[config.mk]
export PLATFORM = sky130hd
export DESIGN_NAME = lsu_mem_master_flat
export DESIGN_NICKNAME = d
export VERILOG_FILES = /design/src/rtl/lsu_pkg.sv /design/src/rtl/lsu_mem_master_if.sv /design/src/rtl/lsu_load_ext.sv /design/src/rtl/lsu_mem_master.sv /design/src/flat_wrapper.sv
export SDC_FILE = /design/constraint.sdc
export NUM_CORES = 1
export LEC_CHECK = 0
export BUFFER_PORTS_ARGS = -buffer_cell sky130_fd_sc_hd__buf_2
export CAP_MARGIN = 20
export CELL_PAD_IN_SITES_DETAIL_PLACEMENT = 0
export CELL_PAD_IN_SITES_GLOBAL_PLACEMENT = 1
export CORE_MARGIN = 5
export CORE_UTILIZATION = 32
export DETAILED_ROUTE_END_ITERATION = 12
export PLACE_DENSITY_LB_ADDON = 0.25
export SYNTH_ARGS = -nofsm -noshare
export SYNTH_HDL_FRONTEND = slang
export SYNTH_SLANG_ARGS = --single-unit
[constraint.sdc]
create_clock -name i_clk -period 7.3 [get_ports i_clk]
set_clock_uncertainty 0.05 [all_clocks]
set_input_delay 0.365 -clock i_clk [delete_from_list [all_inputs] [get_ports i_clk]]
set_output_delay 0.365 -clock i_clk [all_outputs]
set_load 0.05 [all_outputs]
[src/rtl/lsu_pkg.sv]
// lsu_pkg: size/error encodings, FSM states and byte-mask helper for the LSU
package lsu_pkg;
  localparam logic [1:0] SZ_B = 2'd0;
  localparam logic [1:0] SZ_H = 2'd1;
  localparam logic [1:0] SZ_W = 2'd2;
  localparam logic [1:0] SZ_D = 2'd3;
  localparam logic [1:0] ERR_OK       = 2'b00;
  localparam logic [1:0] ERR_MISALIGN = 2'b01;
  localparam logic [1:0] ERR_FAULT    = 2'b10;
  typedef enum logic [1:0] {S_IDLE, S_ACCESS, S_RESP} state_t;
  function automatic logic [7:0] size_mask(input logic [1:0] sz);
    return sz == SZ_B ? 8'h01 : sz == SZ_H ? 8'h03 : sz == SZ_W ? 8'h0F : 8'hFF;
  endfunction
endpackage

[src/rtl/lsu_mem_master_if.sv]
// lsu_mem_master_if: request, response and physical-memory signals of the LSU
interface lsu_mem_master_if;
  logic        req_valid;
  logic        req_ready;
  logic        req_write;
  logic [1:0]  req_size;
  logic        req_signed;
  logic [63:0] req_addr;
  logic [63:0] req_wdata;
  logic        resp_valid;
  logic        resp_ready;
  logic [63:0] resp_rdata;
  logic [1:0]  resp_err;
  logic        mem_rd_en;
  logic [63:0] mem_rd_addr;
  logic [63:0] mem_rd_data;
  logic        mem_we_en;
  logic [63:0] mem_we_addr;
  logic [63:0] mem_we_data;
  logic [7:0]  mem_we_mask;
  modport master (
    input  req_valid, req_write, req_size, req_signed, req_addr, req_wdata, resp_ready, mem_rd_data,
    output req_ready, resp_valid, resp_rdata, resp_err,
    output mem_rd_en, mem_rd_addr, mem_we_en, mem_we_addr, mem_we_data, mem_we_mask
  );
  modport slave (
    output req_valid, req_write, req_size, req_signed, req_addr, req_wdata, resp_ready, mem_rd_data,
    input  req_ready, resp_valid, resp_rdata, resp_err,
    input  mem_rd_en, mem_rd_addr, mem_we_en, mem_we_addr, mem_we_data, mem_we_mask
  );
endinterface

[src/rtl/lsu_load_ext.sv]
// lsu_load_ext: picks the low 2^size bytes of raw load data and sign/zero extends them
module lsu_load_ext
  import lsu_pkg::*;
(
  input  logic [63:0] i_raw,
  input  logic [1:0]  i_size,
  input  logic        i_signed,
  output logic [63:0] o_data
);
  always_comb
    o_data = i_size == SZ_B ? {{56{i_signed & i_raw[7]}},  i_raw[7:0]}  :
             i_size == SZ_H ? {{48{i_signed & i_raw[15]}}, i_raw[15:0]} :
             i_size == SZ_W ? {{32{i_signed & i_raw[31]}}, i_raw[31:0]} : i_raw;
endmodule

[src/rtl/lsu_mem_master.sv]
// lsu_mem_master: one-at-a-time load/store initiator with alignment/range checks
// and flop-driven, single-cycle memory enables
module lsu_mem_master
  import lsu_pkg::*;
#(
  parameter logic [63:0] PMEM_BASE = 64'h8000_0000,
  parameter logic [63:0] PMEM_SIZE = 64'h0800_0000
) (
  input  logic             i_clk,
  input  logic             i_rst,
  lsu_mem_master_if.master io_bus
);
  state_t      r_state, w_next;
  logic        w_acc, w_mis, w_fault;
  logic [1:0]  w_err;
  logic [64:0] w_bytes;
  logic [7:0]  w_bmask;
  logic [63:0] w_dmask, w_ext;
  logic        r_write, r_signed, r_rd_en, r_we_en;
  logic [1:0]  r_size, r_err;
  logic [63:0] r_rdata, r_rd_addr, r_we_addr, r_we_data;
  logic [7:0]  r_we_mask;
  assign w_bytes = 65'd1 << io_bus.req_size;
  assign w_mis   = |(io_bus.req_addr & (w_bytes[63:0] - 64'd1));
  // 65-bit end address so a request near 2^64 cannot wrap into the window
  assign w_fault = io_bus.req_addr < PMEM_BASE ||
                   ({1'b0, io_bus.req_addr} + w_bytes) > ({1'b0, PMEM_BASE} + {1'b0, PMEM_SIZE});
  assign w_err   = w_mis ? ERR_MISALIGN : w_fault ? ERR_FAULT : ERR_OK;
  assign w_bmask = size_mask(io_bus.req_size);
  for (genvar b = 0; b < 8; b++) begin : g_dmask
    assign w_dmask[8*b +: 8] = {8{w_bmask[b]}};
  end
  lsu_load_ext u_ext (
    .i_raw    (io_bus.mem_rd_data),
    .i_size   (r_size),
    .i_signed (r_signed),
    .o_data   (w_ext)
  );
  always_comb begin
    w_acc  = r_state == S_IDLE && io_bus.req_valid;
    w_next = r_state == S_IDLE   ? (io_bus.req_valid ? S_ACCESS : S_IDLE) :
             r_state == S_ACCESS ? S_RESP : (io_bus.resp_ready ? S_IDLE : S_RESP);
    io_bus.req_ready  = r_state == S_IDLE;
    io_bus.resp_valid = r_state == S_RESP;
  end
  always_ff @(posedge i_clk or posedge i_rst)
    if (i_rst) begin
      r_state   <= S_IDLE;
      r_write   <= 1'b0;
      r_signed  <= 1'b0;
      r_size    <= SZ_B;
      r_err     <= ERR_OK;
      r_rdata   <= '0;
      r_rd_en   <= 1'b0;
      r_we_en   <= 1'b0;
      r_rd_addr <= '0;
      r_we_addr <= '0;
      r_we_data <= '0;
      r_we_mask <= '0;
    end else begin
      r_state <= w_next;
      r_rd_en <= w_acc && !io_bus.req_write && w_err == ERR_OK;
      r_we_en <= w_acc && io_bus.req_write && w_err == ERR_OK;
      if (w_acc) begin
        r_write   <= io_bus.req_write;
        r_signed  <= io_bus.req_signed;
        r_size    <= io_bus.req_size;
        r_err     <= w_err;
        r_rd_addr <= io_bus.req_addr;
        r_we_addr <= io_bus.req_addr;
        r_we_data <= io_bus.req_wdata & w_dmask;
        r_we_mask <= w_bmask;
      end
      if (r_state == S_ACCESS)
        r_rdata <= (!r_write && r_err == ERR_OK) ? w_ext : '0;
    end
  assign io_bus.resp_rdata  = r_rdata;
  assign io_bus.resp_err    = r_err;
  assign io_bus.mem_rd_en   = r_rd_en;
  assign io_bus.mem_rd_addr = r_rd_addr;
  assign io_bus.mem_we_en   = r_we_en;
  assign io_bus.mem_we_addr = r_we_addr;
  assign io_bus.mem_we_data = r_we_data;
  assign io_bus.mem_we_mask = r_we_mask;
endmodule

[src/flat_wrapper.sv]
// flat-port wrapper written by rule: the top's interface ports become plain ports
module lsu_mem_master_flat import lsu_pkg::*;
#(
  parameter logic [63:0] PMEM_BASE = 64'h8000_0000,
  parameter logic [63:0] PMEM_SIZE = 64'h0800_0000
)
  (i_clk, i_rst, io_bus_req_valid, io_bus_req_write, io_bus_req_size, io_bus_req_signed, io_bus_req_addr, io_bus_req_wdata, io_bus_resp_ready, io_bus_mem_rd_data, io_bus_req_ready, io_bus_resp_valid, io_bus_resp_rdata, io_bus_resp_err, io_bus_mem_rd_en, io_bus_mem_rd_addr, io_bus_mem_we_en, io_bus_mem_we_addr, io_bus_mem_we_data, io_bus_mem_we_mask);
  lsu_mem_master_if io_bus_i ();
  input  logic i_clk;
  input  logic i_rst;
  input wire logic [$bits(io_bus_i.req_valid)-1:0] io_bus_req_valid;
  input wire logic [$bits(io_bus_i.req_write)-1:0] io_bus_req_write;
  input wire logic [$bits(io_bus_i.req_size)-1:0] io_bus_req_size;
  input wire logic [$bits(io_bus_i.req_signed)-1:0] io_bus_req_signed;
  input wire logic [$bits(io_bus_i.req_addr)-1:0] io_bus_req_addr;
  input wire logic [$bits(io_bus_i.req_wdata)-1:0] io_bus_req_wdata;
  input wire logic [$bits(io_bus_i.resp_ready)-1:0] io_bus_resp_ready;
  input wire logic [$bits(io_bus_i.mem_rd_data)-1:0] io_bus_mem_rd_data;
  output wire logic [$bits(io_bus_i.req_ready)-1:0] io_bus_req_ready;
  output wire logic [$bits(io_bus_i.resp_valid)-1:0] io_bus_resp_valid;
  output wire logic [$bits(io_bus_i.resp_rdata)-1:0] io_bus_resp_rdata;
  output wire logic [$bits(io_bus_i.resp_err)-1:0] io_bus_resp_err;
  output wire logic [$bits(io_bus_i.mem_rd_en)-1:0] io_bus_mem_rd_en;
  output wire logic [$bits(io_bus_i.mem_rd_addr)-1:0] io_bus_mem_rd_addr;
  output wire logic [$bits(io_bus_i.mem_we_en)-1:0] io_bus_mem_we_en;
  output wire logic [$bits(io_bus_i.mem_we_addr)-1:0] io_bus_mem_we_addr;
  output wire logic [$bits(io_bus_i.mem_we_data)-1:0] io_bus_mem_we_data;
  output wire logic [$bits(io_bus_i.mem_we_mask)-1:0] io_bus_mem_we_mask;
  assign io_bus_i.req_valid = io_bus_req_valid;
  assign io_bus_i.req_write = io_bus_req_write;
  assign io_bus_i.req_size = io_bus_req_size;
  assign io_bus_i.req_signed = io_bus_req_signed;
  assign io_bus_i.req_addr = io_bus_req_addr;
  assign io_bus_i.req_wdata = io_bus_req_wdata;
  assign io_bus_i.resp_ready = io_bus_resp_ready;
  assign io_bus_i.mem_rd_data = io_bus_mem_rd_data;
  assign io_bus_req_ready = io_bus_i.req_ready;
  assign io_bus_resp_valid = io_bus_i.resp_valid;
  assign io_bus_resp_rdata = io_bus_i.resp_rdata;
  assign io_bus_resp_err = io_bus_i.resp_err;
  assign io_bus_mem_rd_en = io_bus_i.mem_rd_en;
  assign io_bus_mem_rd_addr = io_bus_i.mem_rd_addr;
  assign io_bus_mem_we_en = io_bus_i.mem_we_en;
  assign io_bus_mem_we_addr = io_bus_i.mem_we_addr;
  assign io_bus_mem_we_data = io_bus_i.mem_we_data;
  assign io_bus_mem_we_mask = io_bus_i.mem_we_mask;
  lsu_mem_master #(.PMEM_BASE(PMEM_BASE), .PMEM_SIZE(PMEM_SIZE)) u_core (.i_clk(i_clk), .i_rst(i_rst), .io_bus(io_bus_i));
endmodule
==> impl_metrics.csv <==
group,metric,value,unit
worst_setup_path,r2r_cells,6,
worst_setup_path,cp-endpoint,"u_core.io_bus.resp_err[1]",
status,outcome,"completed",
detailed_routing,drt_iter0_markers,655,
job,drv_cap,0,
clock_tree,clock-sinks,206,
global_route,grt_max_degree,140,
layout,final_cells,2126,
place,hpwl,29700,µm
timing,min_period,3.82,ns
clock_tree,cts_buffers,25,
worst_setup_path,crit_fanout,35,
yosys,yosysWarnings,0,
worst_setup_path,crit_start,"io_bus_req_size[1]",
yosys,async_flop_share,100,%
detailed_routing,wl_per_cell,18.8,µm
worst_setup_path,r2r_start,"u_core.r_state[1]",
clock_tree,clkTransAtPathRegs,0.06,ns
timing,maxSlewViolCount,0,
layout,area_growth,33.8,%
detailed_routing,drtAntennaViolNets,0,
worst_setup_path,r2r_end,"u_core.io_bus.mem_we_data[6]",
yosys,synth_seq_area_share,48.8,%
power_and_ir_drop,p_clk_share,17.3,%
power_and_ir_drop,irDropWorstVdd,0.286,mV
clock_tree,insertion_delay,0.52,ns
worst_setup_path,cp-end-kind,"flop",
global_route,track_usage,20.4,%
yosys,avgSynthCellArea,8.47,µm²
detailed_routing,drc,0,
die,dieWidth,192,µm
worst_setup_path,worstSetupPathType,"in -> reg",
worst_setup_path,critPathRequiredTime,7.65,ns
detailed_routing,drtPass1Iterations,5,
timing,finalHoldViolations,0,
power_and_ir_drop,p_seq_share,27.3,%
timing,max_freq,262,MHz
timing,timing.setup.tns,0,ns
power_and_ir_drop,power_frac_comb,55.4,%
die,start_util,32.5,%
power_and_ir_drop,leakage,7.52,nW
worst_setup_path,worstSetupStartpointType,"input pin",
power_and_ir_drop,p_per_area,498,mW/mm²
timing,setup_viol,0,
power_and_ir_drop,power_switching,3.95,mW
clock_tree,cts_root_buf,"clkbuf_16",
die,dieArea,0.0368,mm²
power_and_ir_drop,power,7.04,mW
yosys,synth_edf_count,0,
worst_setup_path,worstPathArrival,4.17,ns
yosys,yosysUniqueCellTypes,69,
hold_path,hp-class,"in -> reg",
timing,fin_crit_sh,52.3,%
yosys,syn_inst,1248,
place,io_buffers,469,
die,pin_count,470,
layout,fillCellCount,3383,
timing,worstMarginPinSlew,0.985,ns
layout,drive_above_1_share,33.0,%
die,rows,66,
yosys,ys.flop_type,"dfrtp_1",
place,dp_cells,2025,
clock_tree,cts_tree,"done",
global_route,antenna_found_initial,8,
clock_tree,cts_max_path_buffers,3,
detailed_routing,wl,39900,µm
place,place_congestion,0.897,
global_route,grt_pass1_wl,59900,µm
layout,nets,1869,
worst_setup_path,regToRegSetupSlack,4.32,ns
power_and_ir_drop,internal-power,3.09,mW
global_route,globalRouteOverflowTotal,0,
detailed_routing,routed_via_density,4.91,
timing,rsz0062_at_grt,"no",
yosys,ys_ff_latch,206,
global_route,grt_pass1_vias,10200,
power_and_ir_drop,switching_share,56.2,%
timing,slew_headroom,34.3,%
detailed_routing,vias,10400,
yosys,syn_nets,1454,
die,die_y,192,µm
yosys,syn_area,0.0106,mm²
clock_tree,postCtsSetupRepairBufs,0,
clock_tree,h-tree-depth,1,
die,core,0.0325,mm²
[stage by stage]
stage / setup slack, ns / hold slack, ns / utilization (%) / area (µm²)
after floorplan: 1.26 / 0.388 / - / 10600
after global placement: 3.03 / 0.393 / 39.2 / 12800
after detailed placement: 2.98 / 0.401 / 39.2 / 12800
after CTS: 3.52 / 0.00117 / 43.2 / 14000
after global routing: 3.22 / 0.0150 / 43.5 / 14100
final: 3.48 / 0.0274 / 43.5 / 14100
[kinds of logic after synthesis]
logic type               Yosys count  synth area share, %
XOR/XNOR                          28                 2.32
adder cells (fa/ha/maj)            6                0.710
multiplexers                      10                0.971
AND/OR/NAND/NOR                  650                 28.3
AO/OA/AOI/OAI                    190                 10.8
flip-flops                       206                 48.8
buffers and inverters            158                 8.13
[synthesized netlist by cell type (5+ instances only)]
library cell    n  area [µm²]
nand2_1       410        1540
dfrtp_1       206        5150
o21ai_0        73         365
nand3_1        72         360
clkbuf_1       69         259
buf_4          68         510
a21oi_1        61         305
nor2_1         32         120
nand4_1        23         144
nor3_1         19        95.1
nor4_1         18         113
xnor2_1        17         149
inv_1          14        52.6
and3_1         11        68.8
xor2_1         11        96.3
a21o_1         10        75.1
a22o_1          9        78.8
mux2i_1         8        80.1
and4_1          7        61.3
or3_1           7        43.8
and2_1          6        37.5
ha_1            6        75.1
or2_2           6        37.5
or4_1           6        45.0
nor2b_1         5        31.3
[worst min path at each step]
| stage | depth (start not counted) | from | slack, ns | to |
|---|---|---|---|---|
| final | 3 | io_bus_req_wdata[27] | 0.03 | u_core.io_bus.mem_we_data[27] |
| after floorplan | 1 | io_bus_req_write | 0.39 | u_core.io_bus.mem_rd_en |
| after global placement | 2 | u_core.io_bus.mem_we_data[16] | 0.39 | u_core.io_bus.mem_we_data[16] |
| after global routing | 3 | io_bus_req_wdata[20] | 0.01 | u_core.io_bus.mem_we_data[20] |
| after detailed placement | 2 | u_core.io_bus.mem_we_data[61] | 0.40 | u_core.io_bus.mem_we_data[61] |
| after CTS | 3 | io_bus_req_wdata[55] | 0.001 | u_core.io_bus.mem_we_data[55] |
[cell type report]
class                           instances  area (µm²)  share of cell area, %
Clock buffer                           36         737                   5.21
Clock inverter                          6        61.3                  0.434
Timing Repair Buffer                  530        2970                   21.0
Sequential cell                       206        5150                   36.5
Antenna cell                            6        15.0                  0.106
Inverter                               16        70.1                  0.495
Tap cell                              442         553                   3.91
Multi-Input combinational cell        884        4580                   32.4
[repair_timing]
item                                    in CTS  in global routing
gates resized for setup                      0                  0
endpoints found under the setup margin       0                  0
hold buffers                                49                  1
hold endpoints to repair                    49                 46
[cells in the final DEF (no fill, tap or decap), types with 4 or more instances in the layout]
cell type / n
clkbuf_1: 4
nor4_2: 4
ha_1: 6
nor2b_1: 5
mux2i_1: 8
clkbuf_8: 7
or4_1: 6
o21ai_0: 73
nand3_1: 72
buf_4: 8
nand4_1: 23
a22o_1: 9
dlygate4sd3_1: 50
buf_2: 469
xor2_1: 11
and4_1: 7
nor2_1: 32
clkbuf_16: 25
inv_1: 12
diode_2: 6
a21o_1: 10
xnor2_1: 17
dfrtp_1: 206
or3_1: 7
nand2_1: 409
nor4_1: 17
a21oi_1: 61
and2_1: 6
and3_1: 11
or2_2: 6
nor3_1: 19
[worst max-delay path, stage by stage]
cell	delay, ns
buf_2	0.38
and2_1	0.20
buf_4	0.36
ha_1	0.28
o21a_1	0.19
o2111a_1	0.43
nand3_2	0.22
or4_4	0.55
a211oi_2	0.24
nand4_1	0.14
a211oi_1	0.29
nand4_1	0.26
a22o_1	0.27
[power by group through the flow]
stage          Sequential [mW]  Clock, mW  Combinational, mW
6_report                  1.92       1.21               3.90
5_1_grt                   2.00       1.30               4.11
4_1_cts                   1.93       1.26               3.92
3_5_place_dp              1.94          0               3.90
3_3_place_gp              1.93          0               3.89
2_1_floorplan             3.40          0               1.64
[state kept, by name, indices dropped and copies added, names as in the netlist]
| signal | count |
|---|---|
| u_core.io_bus.mem_we_en | 1 |
| u_core.io_bus.mem_rd_en | 1 |
| u_core.r_write | 1 |
| u_core.r_state | 2 |
| u_core.io_bus.mem_we_mask | 4 |
| u_core.r_size | 2 |
| u_core.io_bus.resp_err | 2 |
| u_core.io_bus.mem_rd_addr | 64 |
| u_core.r_signed | 1 |
| u_core.io_bus.resp_rdata | 64 |
| u_core.io_bus.mem_we_data | 64 |
[layer usage]
| metal | vias to the layer above | wire length [µm] | global-route usage (%) |
|---|---|---|---|
| met5 | - | 34 | 0 |
| met4 | 6 | 977 | 5.64 |
| met3 | 76 | 3380 | 4.38 |
| met2 | 397 | 19700 | 35.4 |
| met1 | 4961 | 15800 | 25.7 |
| li1 | 5008 | - | - |
No activity file was read; power rests on OpenSTA's default activity.
